## src/rtl/apb_pkg.sv

```systemverilog
// Shared types and constants for the APB responder.
package apb_pkg;

    localparam int unsigned APB_ADDR_W = 20;
    localparam int unsigned APB_DATA_W = 32;
    localparam int unsigned CNT_W      = 16;
    localparam int unsigned WAIT_W     = 8;

    typedef enum logic [1:0] {
        IDLE = 2'd0,
        WAIT = 2'd1,
        DONE = 2'd2
    } apb_resp_state_e;

    // Increment that sticks at all-ones.
    function automatic logic [CNT_W-1:0] sat_inc(input logic [CNT_W-1:0] v);
        return (v == '1) ? v : v + CNT_W'(1);
    endfunction

endpackage

```

## src/rtl/apb_responder_if.sv

```systemverilog
// APB3 bus signals between an initiator and a completer.
interface apb_responder_if
    import apb_pkg::*;
#(
    parameter int unsigned ADDR_WIDTH = APB_ADDR_W,
    parameter int unsigned DATA_WIDTH = APB_DATA_W
);
    logic                  psel;
    logic                  penable;
    logic [ADDR_WIDTH-1:0] paddr;
    logic [DATA_WIDTH-1:0] pwdata;
    logic                  pwrite;
    logic [DATA_WIDTH-1:0] prdata;
    logic                  pready;
    logic                  pslverr;

    modport master (
        output psel, penable, paddr, pwdata, pwrite,
        input  prdata, pready, pslverr
    );

    modport slave (
        input  psel, penable, paddr, pwdata, pwrite,
        output prdata, pready, pslverr
    );
endinterface

```

## src/rtl/apb_resp_mem.sv

```systemverilog
// Word register bank: flop array, async clear, one write port, async read port.
module apb_resp_mem #(
    parameter int unsigned DEPTH_LOG2 = 6,
    parameter int unsigned DATA_WIDTH = 32
) (
    input  logic                  clk,
    input  logic                  reset,
    input  logic                  we_i,
    input  logic [DEPTH_LOG2-1:0] waddr_i,
    input  logic [DATA_WIDTH-1:0] wdata_i,
    input  logic [DEPTH_LOG2-1:0] raddr_i,
    output logic [DATA_WIDTH-1:0] rd_data_c
);
    localparam int unsigned DEPTH = 2 ** DEPTH_LOG2;

    logic [DATA_WIDTH-1:0] mem_q [DEPTH];

    // Bank storage, cleared on reset.
    always_ff @(posedge clk or posedge reset) begin
        if (reset) begin
            for (int i = 0; i < DEPTH; i++) begin
                mem_q[i] <= '0;
            end
        end else if (we_i) begin
            mem_q[waddr_i] <= wdata_i;
        end
    end

    assign rd_data_c = mem_q[raddr_i];
endmodule

```

## src/rtl/apb_responder.sv

```systemverilog
// APB3 completer model: register bank, programmable wait states, error flagging, statistics.
module apb_responder
    import apb_pkg::*;
#(
    parameter int unsigned           ADDR_WIDTH = APB_ADDR_W,
    parameter int unsigned           DATA_WIDTH = APB_DATA_W,
    parameter int unsigned           DEPTH_LOG2 = 6,
    parameter logic [ADDR_WIDTH-1:0] BASE_ADDR  = '0
) (
    input  logic               clk,
    input  logic               reset,
    apb_responder_if.slave     apb,
    input  logic [WAIT_W-1:0]  cfg_wait,
    input  logic               cfg_err_inject,
    output logic [CNT_W-1:0]   wr_count,
    output logic [CNT_W-1:0]   rd_count,
    output logic [CNT_W-1:0]   err_count,
    output logic [CNT_W-1:0]   abort_count
);
    // Bank window is aligned, so range decode is a compare of the upper address bits.
    localparam int unsigned HI_LSB = DEPTH_LOG2 + 2;

    apb_resp_state_e       state_q, state_d;
    logic [WAIT_W-1:0]     cnt_q, cnt_d;
    logic [DEPTH_LOG2-1:0] word_q, word_d;
    logic [DATA_WIDTH-1:0] wdata_q, wdata_d;
    logic                  wr_q, wr_d;
    logic                  bad_q, bad_d;
    logic                  pready_q, pready_d;
    logic                  pslverr_q, pslverr_d;
    logic [DATA_WIDTH-1:0] prdata_q, prdata_d;
    logic [CNT_W-1:0]      wr_cnt_q, wr_cnt_d;
    logic [CNT_W-1:0]      rd_cnt_q, rd_cnt_d;
    logic [CNT_W-1:0]      err_cnt_q, err_cnt_d;
    logic [CNT_W-1:0]      abort_cnt_q, abort_cnt_d;

    logic                  misalign_c;
    logic                  in_range_c;
    logic                  bad_c;
    logic [DEPTH_LOG2-1:0] raddr_c;
    logic [DATA_WIDTH-1:0] rd_data_c;
    logic                  mem_we_c;

    // Setup-phase decode of the live address.
    assign misalign_c = (apb.paddr[1:0] != 2'b00);
    assign in_range_c = (apb.paddr[ADDR_WIDTH-1:HI_LSB] == BASE_ADDR[ADDR_WIDTH-1:HI_LSB]);
    assign bad_c      = misalign_c | ~in_range_c | cfg_err_inject;

    // Zero-wait reads look up the live address; later ones use the latched word.
    assign raddr_c = (state_q == IDLE) ? apb.paddr[HI_LSB-1:2] : word_q;

    apb_resp_mem #(
        .DEPTH_LOG2 (DEPTH_LOG2),
        .DATA_WIDTH (DATA_WIDTH)
    ) u_mem (
        .clk       (clk),
        .reset     (reset),
        .we_i      (mem_we_c),
        .waddr_i   (word_q),
        .wdata_i   (wdata_q),
        .raddr_i   (raddr_c),
        .rd_data_c (rd_data_c)
    );

    // State, transfer context, outputs and statistics registers.
    always_ff @(posedge clk or posedge reset) begin
        if (reset) begin
            state_q     <= IDLE;
            cnt_q       <= '0;
            word_q      <= '0;
            wdata_q     <= '0;
            wr_q        <= 1'b0;
            bad_q       <= 1'b0;
            pready_q    <= 1'b0;
            pslverr_q   <= 1'b0;
            prdata_q    <= '0;
            wr_cnt_q    <= '0;
            rd_cnt_q    <= '0;
            err_cnt_q   <= '0;
            abort_cnt_q <= '0;
        end else begin
            state_q     <= state_d;
            cnt_q       <= cnt_d;
            word_q      <= word_d;
            wdata_q     <= wdata_d;
            wr_q        <= wr_d;
            bad_q       <= bad_d;
            pready_q    <= pready_d;
            pslverr_q   <= pslverr_d;
            prdata_q    <= prdata_d;
            wr_cnt_q    <= wr_cnt_d;
            rd_cnt_q    <= rd_cnt_d;
            err_cnt_q   <= err_cnt_d;
            abort_cnt_q <= abort_cnt_d;
        end
    end

    // Transfer FSM: setup capture, wait countdown, single-cycle completion, abort.
    always_comb begin
        state_d     = state_q;
        cnt_d       = cnt_q;
        word_d      = word_q;
        wdata_d     = wdata_q;
        wr_d        = wr_q;
        bad_d       = bad_q;
        pready_d    = 1'b0;
        pslverr_d   = 1'b0;
        prdata_d    = '0;
        mem_we_c    = 1'b0;
        wr_cnt_d    = wr_cnt_q;
        rd_cnt_d    = rd_cnt_q;
        err_cnt_d   = err_cnt_q;
        abort_cnt_d = abort_cnt_q;

        case (state_q)
            IDLE: begin
                if (apb.psel && !apb.penable) begin
                    word_d  = apb.paddr[HI_LSB-1:2];
                    wdata_d = apb.pwdata;
                    wr_d    = apb.pwrite;
                    bad_d   = bad_c;
                    cnt_d   = cfg_wait;
                    if (cfg_wait == '0) begin
                        state_d   = DONE;
                        pready_d  = 1'b1;
                        pslverr_d = bad_c;
                        prdata_d  = (!bad_c && !apb.pwrite) ? rd_data_c : '0;
                    end else begin
                        state_d = WAIT;
                    end
                end
            end
            WAIT: begin
                if (!apb.psel) begin
                    state_d     = IDLE;
                    abort_cnt_d = sat_inc(abort_cnt_q);
                end else if (apb.penable) begin
                    cnt_d = cnt_q - WAIT_W'(1);
                    if (cnt_q == WAIT_W'(1)) begin
                        state_d   = DONE;
                        pready_d  = 1'b1;
                        pslverr_d = bad_q;
                        prdata_d  = (!bad_q && !wr_q) ? rd_data_c : '0;
                    end
                end
            end
            DONE: begin
                state_d = IDLE;
                if (!apb.psel) begin
                    abort_cnt_d = sat_inc(abort_cnt_q);
                end else begin
                    mem_we_c = !bad_q && wr_q;
                    if (bad_q) begin
                        err_cnt_d = sat_inc(err_cnt_q);
                    end else if (wr_q) begin
                        wr_cnt_d = sat_inc(wr_cnt_q);
                    end else begin
                        rd_cnt_d = sat_inc(rd_cnt_q);
                    end
                end
            end
            default: begin
                state_d = IDLE;
            end
        endcase
    end

    assign apb.pready   = pready_q;
    assign apb.pslverr  = pslverr_q;
    assign apb.prdata   = prdata_q;
    assign wr_count     = wr_cnt_q;
    assign rd_count     = rd_cnt_q;
    assign err_count    = err_cnt_q;
    assign abort_count  = abort_cnt_q;
endmodule
```

## src/flat_wrapper.sv

```systemverilog
// flat-port wrapper written by rule: the top's interface ports become plain ports
module apb_responder_flat import apb_pkg::*;
#(
    parameter int unsigned           ADDR_WIDTH = APB_ADDR_W,
    parameter int unsigned           DATA_WIDTH = APB_DATA_W,
    parameter int unsigned           DEPTH_LOG2 = 6,
    parameter logic [ADDR_WIDTH-1:0] BASE_ADDR  = '0
)
  (clk, reset, cfg_wait, cfg_err_inject, wr_count, rd_count, err_count, abort_count, apb_psel, apb_penable, apb_paddr, apb_pwdata, apb_pwrite, apb_prdata, apb_pready, apb_pslverr);
  apb_responder_if #(.ADDR_WIDTH(ADDR_WIDTH), .DATA_WIDTH(DATA_WIDTH)) apb_i ();
  input  logic clk;
  input  logic reset;
  input  logic [WAIT_W-1:0] cfg_wait;
  input  logic cfg_err_inject;
  output logic [CNT_W-1:0] wr_count;
  output logic [CNT_W-1:0] rd_count;
  output logic [CNT_W-1:0] err_count;
  output logic [CNT_W-1:0] abort_count;
  input wire logic [$bits(apb_i.psel)-1:0] apb_psel;
  input wire logic [$bits(apb_i.penable)-1:0] apb_penable;
  input wire logic [$bits(apb_i.paddr)-1:0] apb_paddr;
  input wire logic [$bits(apb_i.pwdata)-1:0] apb_pwdata;
  input wire logic [$bits(apb_i.pwrite)-1:0] apb_pwrite;
  output wire logic [$bits(apb_i.prdata)-1:0] apb_prdata;
  output wire logic [$bits(apb_i.pready)-1:0] apb_pready;
  output wire logic [$bits(apb_i.pslverr)-1:0] apb_pslverr;
  assign apb_i.psel = apb_psel;
  assign apb_i.penable = apb_penable;
  assign apb_i.paddr = apb_paddr;
  assign apb_i.pwdata = apb_pwdata;
  assign apb_i.pwrite = apb_pwrite;
  assign apb_prdata = apb_i.prdata;
  assign apb_pready = apb_i.pready;
  assign apb_pslverr = apb_i.pslverr;
  apb_responder #(.ADDR_WIDTH(ADDR_WIDTH), .DATA_WIDTH(DATA_WIDTH), .DEPTH_LOG2(DEPTH_LOG2), .BASE_ADDR(BASE_ADDR)) u_core (.clk(clk), .reset(reset), .apb(apb_i), .cfg_wait(cfg_wait), .cfg_err_inject(cfg_err_inject), .wr_count(wr_count), .rd_count(rd_count), .err_count(err_count), .abort_count(abort_count));
endmodule
```

## config.mk

```make
export PLATFORM = sky130hd
export DESIGN_NAME = apb_responder_flat
export DESIGN_NICKNAME = d
export VERILOG_FILES = /design/src/rtl/apb_pkg.sv /design/src/rtl/apb_responder_if.sv /design/src/rtl/apb_resp_mem.sv /design/src/rtl/apb_responder.sv /design/src/flat_wrapper.sv
export SDC_FILE = /design/constraint.sdc
export NUM_CORES = 2
export LEC_CHECK = 0
export BUFFER_PORTS_ARGS = -buffer_cell sky130_fd_sc_hd__buf_2
export CAP_MARGIN = 25
export CORE_MARGIN = 10
export CORE_UTILIZATION = 30
export CTS_CLUSTER_DIAMETER = 30
export DETAILED_ROUTE_END_ITERATION = 8
export PLACE_DENSITY = 0.41
export SLEW_MARGIN = 0
export SYNTH_ARGS = -nofsm -noshare
export SYNTH_HDL_FRONTEND = slang
export SYNTH_SLANG_ARGS = --single-unit
```

## constraint.sdc

```tcl
create_clock -name clk -period 176.1 [get_ports clk]
set_clock_uncertainty 0.1 [all_clocks]
set_input_delay 17.61 -clock clk [delete_from_list [all_inputs] [get_ports clk]]
set_output_delay 17.61 -clock clk [all_outputs]
set_load 0.1 [all_outputs]
```

== After elaboration in Yosys (flattened, before gate mapping) ==
Cells that the tools add are included.

* Add/subtract/negate cells: 5
* $mul: 0
* Div/mod/pow operators: 0
* $lt $le $gt $ge: 3
* Equality and inequality tests: 12
* Shift operators: 0
* Multiplexer cells: 39
* Bitwise operators: 12
* Reduce and logical (&&, ||, !) cells: 23

{| class="wikitable"
|+ Operators with widths
! cell !! number
|-
| $bwmux W2048 || 1
|-
| $mux W32 || 10
|-
| $bmux W32 S6 || 1
|-
| $demux W32 S6 || 1
|-
| $add A16 B1 Y16 const B || 4
|-
| $eq A16 B16 Y1 const B || 4
|-
| $pmux W32 S2 || 1
|-
| $mux W8 || 3
|-
| $pmux W8 S2 || 1
|-
| $ge A7 B7 Y1 const B || 2
|-
| $not A6 Y7 || 2
|-
| $logic_not A12 Y1 || 1
|-
| $mux W1 || 12
|-
| $mux W2 || 5
|-
| $reduce_and A5 Y1 || 2
|-
| $eq A8 B1 Y1 const B || 1
|-
| $logic_not A8 Y1 || 1
|-
| $not A1 Y1 || 8
|-
| $reduce_and A4 Y1 || 2
|-
| $sub A8 B1 Y8 const B || 1
|-
| $lt A7 B1 Y1 const B || 1
|-
| $mux W6 || 1
|-
| $ne A2 B2 Y1 const B || 3
|-
| $reduce_and A3 Y1 || 2
|-
| other kinds (13) || 24
|}

* Register bits after elaboration: 2196
* Bits in latches: 0
* Memory bits (writable): 0
* Bits in read-only memories: 0
* Input bits: 66
* Output and inout port bits: 98
* Memories: 0

== Longest topological paths before layout ==
* Word-level depth: 11
* Depth in mapped cells: 15
* Gate-level depth less buffers: 9

== Modules after synthesis ==
A second synthesis with hierarchy kept.

* Cells, all modules: 6379
* Area total of the unflattened synthesis: 99061.3 um2

{| class="wikitable"
|+ Modules (own cells, without submodules)
! module !! instances !! cells an instance !! area each (um2)
|-
| apb_resp_mem || 1 || 5829 || 92462.4
|-
| apb_responder || 1 || 550 || 6598.8
|}

== Worst setup path before layout ==
Ideal clock, no wire load.

* Path type: input to register
* Start: in apb_paddr[3]
* End: reg u_core.prdata_q[28] (netlist: u_core.apb.prdata[28])
* Setup time: 0.138 ns
* Data arrival time: 19.219 ns
* Required time: 175.862 ns
* Path slack: 156.643 ns
* Stages on the path: 8
* Cells stage by stage: mux2i_1 > buf_4 > buf_2 > mux4_2 > nand4_1 > o21ai_0 > nor3_1 > o22ai_1

* Cells in the longest elaborated chain, start to end: 10

{| class="wikitable"
|+ Ends and longest elaborated chain
! what !! line !! source
|-
| from (decl) || flat_wrapper.sv:21 || <nowiki>input wire logic [$bits(apb_i.paddr)-1:0] apb_paddr;</nowiki>
|-
| $mux W6 (*) || apb_responder.sv:50 || <nowiki>assign raddr_c = (state_q == IDLE) ? apb.paddr[HI_LSB-1:2] : word_q;</nowiki>
|-
| $not A6 Y7 (not written as such) (*) || apb_resp_mem.sv:29 || <nowiki>assign rd_data_c = mem_q[raddr_i];</nowiki>
|-
| $bmux W32 S6 (*) || apb_resp_mem.sv:29 ||
|-
| $mux W32 (not written as such) (*) (2 in series) || apb_resp_mem.sv:29 ||
|-
| $mux W32 || apb_responder.sv:143 || <nowiki>prdata_d = (!bad_q && !wr_q) ? rd_data_c : '0;</nowiki>
|-
| $mux W32 || apb_responder.sv:139 || <nowiki>if (cnt_q == WAIT_W'(1)) begin</nowiki>
|-
| $mux W32 || apb_responder.sv:137 || <nowiki>end else if (apb.penable) begin</nowiki>
|-
| $mux W32 || apb_responder.sv:134 || <nowiki>if (!apb.psel) begin</nowiki>
|-
| $pmux W32 S2 (*) || apb_responder.sv:115 || <nowiki>case (state_q)</nowiki>
|-
| net u_core.prdata_d[28] || apb_responder.sv:31 || <nowiki>logic [DATA_WIDTH-1:0] prdata_q, prdata_d;</nowiki>
|-
| to (signal assigned) || apb_responder.sv:90 || <nowiki>prdata_q <= prdata_d;</nowiki>
|-
| to (decl) || apb_responder.sv:31 ||
|}

Mark *: on every way through the listed nets, which the timed path passes. The rest lies on a longest branch. The select of a mux whose other input is x is not followed.
A chain may end at the register's enable or synchronous reset.

== Worst setup path in the final report ==
* Start: in apb_paddr[2]
* End: reg u_core.prdata_q[20] (netlist: u_core.apb.prdata[20])

The elaborated chain is that of the path after synthesis.

==> summary.txt <==
CTS
  – CTS resizes: 0
  – CTS Buf Count: 580
  – H-tree Lvls: 6
  – Clock Sink Count: 2196
  – Clk slew on worst S/H paths: 0.04 ns
  – Worst skew pair latency: 0.99 ns
  – Setup bufs post-CTS: 0
  – Hold buffers post-CTS: 0
  – Clock Path Buffers: 4
  – Clk root buf: clkbuf_16
  – CTS tree: built

Worst setup path
  – Worst Path Max Fanout: 68
  – Critical path class: input pin to register
  – CP top delay family: buffers and inverters
  – Critical Path RT: 176.90 ns
  – CP max stage delay: 0.85 ns
  – Most common cell on crit path: buf_4
  – Crit. End Element: register
  – Critical path's slowest cell: buf_4
  – WP buf/inv: 5
  – CP Launch Type: input pin
  – Crit-path cells: buf_2 > mux2i_4 > buf_4 > buf_4 > buf_4 > buf_4 > nand2_1 > and3_1 > a311oi_1 > a311oi_1 > o31a_1 > o22ai_1
  – CP arrival: 22.38 ns

Synth
  – Post-synthesis cell count: 8471
  – Async SR Flop Fraction: 100.0%
  – Flops & latches, synth: 2196
  – Area of the mapped netlist: 101500 µm²
  – Unique cell type count in the Yosys netlist: 65
  – Syn avg cell area: 11.98 µm²
  – Most used DFF post-synth: dfrtp_1
  – Mapped Nets: 8547
  – EDFF count, synth: 0
  – Seq/Total Area, Yosys: 54.14%
  – Synth warn: 0

Cells and area
  – Register Area: 55000 µm²
  – Area of the multi-input gates: 43480 µm²
  – Number of fill cells: 32600
  – Layout net count: 8718
  – Layout cell share with drive strength beyond 1: 40.35%
  – Synth-to-layout area growth: 25.03%
  – Utilization after layout: 37.67%
  – Post-route cell area: 126900 µm²

Flow run
  – Max-Cap Viols: 0

Placement
  – Dpl hpwl: 199.2 mm
  – Post-DP Area: 106600 µm²
  – Port bufs: 163
  – GP Congestion: 0.7533

Global route
  – First-pass GRT wire length: 535.6 mm
  – Total gr overflow: 0
  – Number of global-route vias before repair: 74350
  – Largest net degree at the start of global routing: 156
  – Total GRT Usage: 19.64%
  – Antenna violations before repair: 17

Detailed routing
  – Post-DRT Antenna Nets: 0
  – Detailed Route Iter0 Violations: 4766
  – Drt drc: 0
  – Routed length on met2: 171.9 mm
  – Metal3 WL: 15.55 mm
  – Via density: 5.193
  – DR WL/cell: 26.90 µm
  – Met1 WL: 168.4 mm
  – DRT Wirelength: 366.6 mm
  – Via count: 70770
  – Uppermost layer routed: met4
  – Drt first pass iters: 7

Timing
  – Final min period: 21.58 ns
  – WHS: 0.3771 ns
  – Finish-stage setup viols: 0
  – Max_slew headroom: 24.88%
  – Max Clock Freq: 46.33 MHz
  – Max Slew Vio Count: 0
  – RSZ-0062 raised after global routing: false
  – Hold Fails Final Rpt: 0
  – Setup TNS: 0 ns
  – Worst-Margin Slew: 1.123 ns
  – Final Cycle Share: 12.26%

Power
  – Leak: 59.97 nW
  – Peak VDD IR: 0.01410 mV
  – Power per cell area: 16.79 nW/µm²

Floorplanning
  – Row count: 213
  – Horiz. Die Dim: 601.6 µm
  – IO Count: 164
  – Core area: 336900 µm²
  – Initial core utilization: 30.13%
  – Die area: 362000 µm²
  – Die height: 601.6 µm

Hold path
  – Hold Path Class: register to register

Run status
  – Status: finished clean
## logic make-up (layout without fill, tap and decap cells)
family	Yosys count	count (layout)	synth area share, %
multiplexers	2378	2378	27.49
flip-flops	2196	2196	54.14
XOR/XNOR	60	60	0.5178
adder cells (fa/ha/maj)	10	10	0.1233
AND/OR/NAND/NOR	2654	2654	11.57
other	0	13	0
AO/OA/AOI/OAI	373	373	2.615
buffers and inverters	800	1428	3.539
## cell usage after synthesis, drive strengths merged (6+ instances only)
master / instances / area, µm²
clkbuf: 361 / 1355
o21ai: 47 / 235.2
o31a: 19 / 166.4
nand4: 155 / 969.7
xor2: 19 / 166.4
and3: 91 / 569.3
mux2i: 166 / 1665
o22ai: 26 / 162.7
nor2: 69 / 261.5
buf: 422 / 2173
mux4: 117 / 2635
a31oi: 16 / 100.1
xnor2: 41 / 359.1
and4: 7 / 61.31
a311oi: 115 / 1007
mux2: 2095 / 23600
nor4: 6 / 37.54
o22a: 6 / 52.55
a21oi: 86 / 430.4
o311ai: 18 / 157.6
nand2: 1500 / 5630
ha: 10 / 125.1
inv: 17 / 63.81
nor3: 23 / 120.1
dfrtp: 2196 / 54950
o211ai: 6 / 45.04
a221oi: 8 / 70.07
nand3: 769 / 3849
## worst paths after layout
kind,start,end,slack (ns),depth (start not counted)
worst max-delay path,apb_paddr[2],u_core.apb.prdata[20]$_DFF_PP0_,154.52,12
worst min-delay path,u_core.rd_count[3]$_DFFE_PP0P_,u_core.rd_count[3]$_DFFE_PP0P_,0.38,1
worst max register to register,u_core.state_q[0]$_DFFE_PP0P_,u_core.apb.prdata[20]$_DFF_PP0_,170.01,14
worst min register to register,u_core.rd_count[3]$_DFFE_PP0P_,u_core.rd_count[3]$_DFFE_PP0P_,0.38,1
max in group asynchronous,reset,u_core.u_mem.mem_q[1325]$_DFFE_PP0P_,154.57,7
min in group asynchronous,reset,u_core.wdata_q[6]$_DFFE_PP0P_,16.68,2
## layout make-up
type / count / share of cell area [%]
Sequential cell: 2196 / 43.34
Multi-Input combinational cell: 5475 / 34.27
Clock buffer: 819 / 13.48
Tap cell: 4515 / 4.452
Clock inverter: 220 / 2.282
Timing Repair Buffer: 372 / 2.096
Inverter: 17 / 0.05620
Antenna cell: 13 / 0.02564
## placed cells by master (no fill, tap or decap), types with 17 or more instances in the layout
cell type / netlist / layout
dfrtp_2: 0 / 31
buf_4: 28 / 190
o22ai_1: 26 / 26
nand3_1: 769 / 769
mux2_2: 2094 / 2091
o311ai_1: 17 / 17
o21ai_0: 46 / 46
xnor2_1: 41 / 41
mux2i_1: 165 / 161
nor2_1: 68 / 27
a21oi_1: 86 / 86
buf_2: 309 / 165
clkbuf_16: 0 / 593
nor3_1: 22 / 22
nand2_2: 0 / 29
o31a_1: 19 / 19
nand2_1: 1500 / 1466
nor2_4: 0 / 39
nand4_1: 155 / 155
clkinv_2: 0 / 101
clkinv_8: 0 / 20
clkbuf_1: 361 / 84
a311oi_1: 115 / 115
bufinv_16: 0 / 53
inv_6: 0 / 17
clkinvlp_4: 0 / 22
and3_1: 91 / 91
clkbuf_8: 0 / 142
dfrtp_1: 2196 / 2164
mux4_2: 117 / 117
xor2_1: 19 / 19
## state kept, by name, indices dropped and copies added, names as in the netlist, 2 cells and up
| signal | flops |
|---|---|
| u_core.wr_count | 16 |
| u_core.abort_count | 16 |
| u_core.word_q | 6 |
| u_core.state_q | 2 |
| u_core.apb.prdata | 32 |
| u_core.err_count | 16 |
| u_core.wdata_q | 32 |
| u_core.u_mem.mem_q | 2048 |
| u_core.rd_count | 16 |
| u_core.cnt_q | 8 |
## through the flow
step,std cells,power [W],worst slack (ns)
after floorplan,8471,0.0008521,96.34
after global placement,12560,0.001075,153.24
after detailed placement,12570,0.001077,153.23
after CTS,13610,0.002157,154.27
after global routing,13620,0.002215,153.80
final,13630,0.002130,154.52
## power by group
part           internal (W)  switching, W
sequential         0.000514     0.0000165
combinational      0.000112      0.000420
clock              0.000746      0.000321
## metal layers
metal	vias up	track usage, %
li1	30520	-
met1	37940	26.95
met2	1721	32.02
met3	585	2.880
met4	0	6.228
met5	-	0
(Power assumes the default switching activity.)
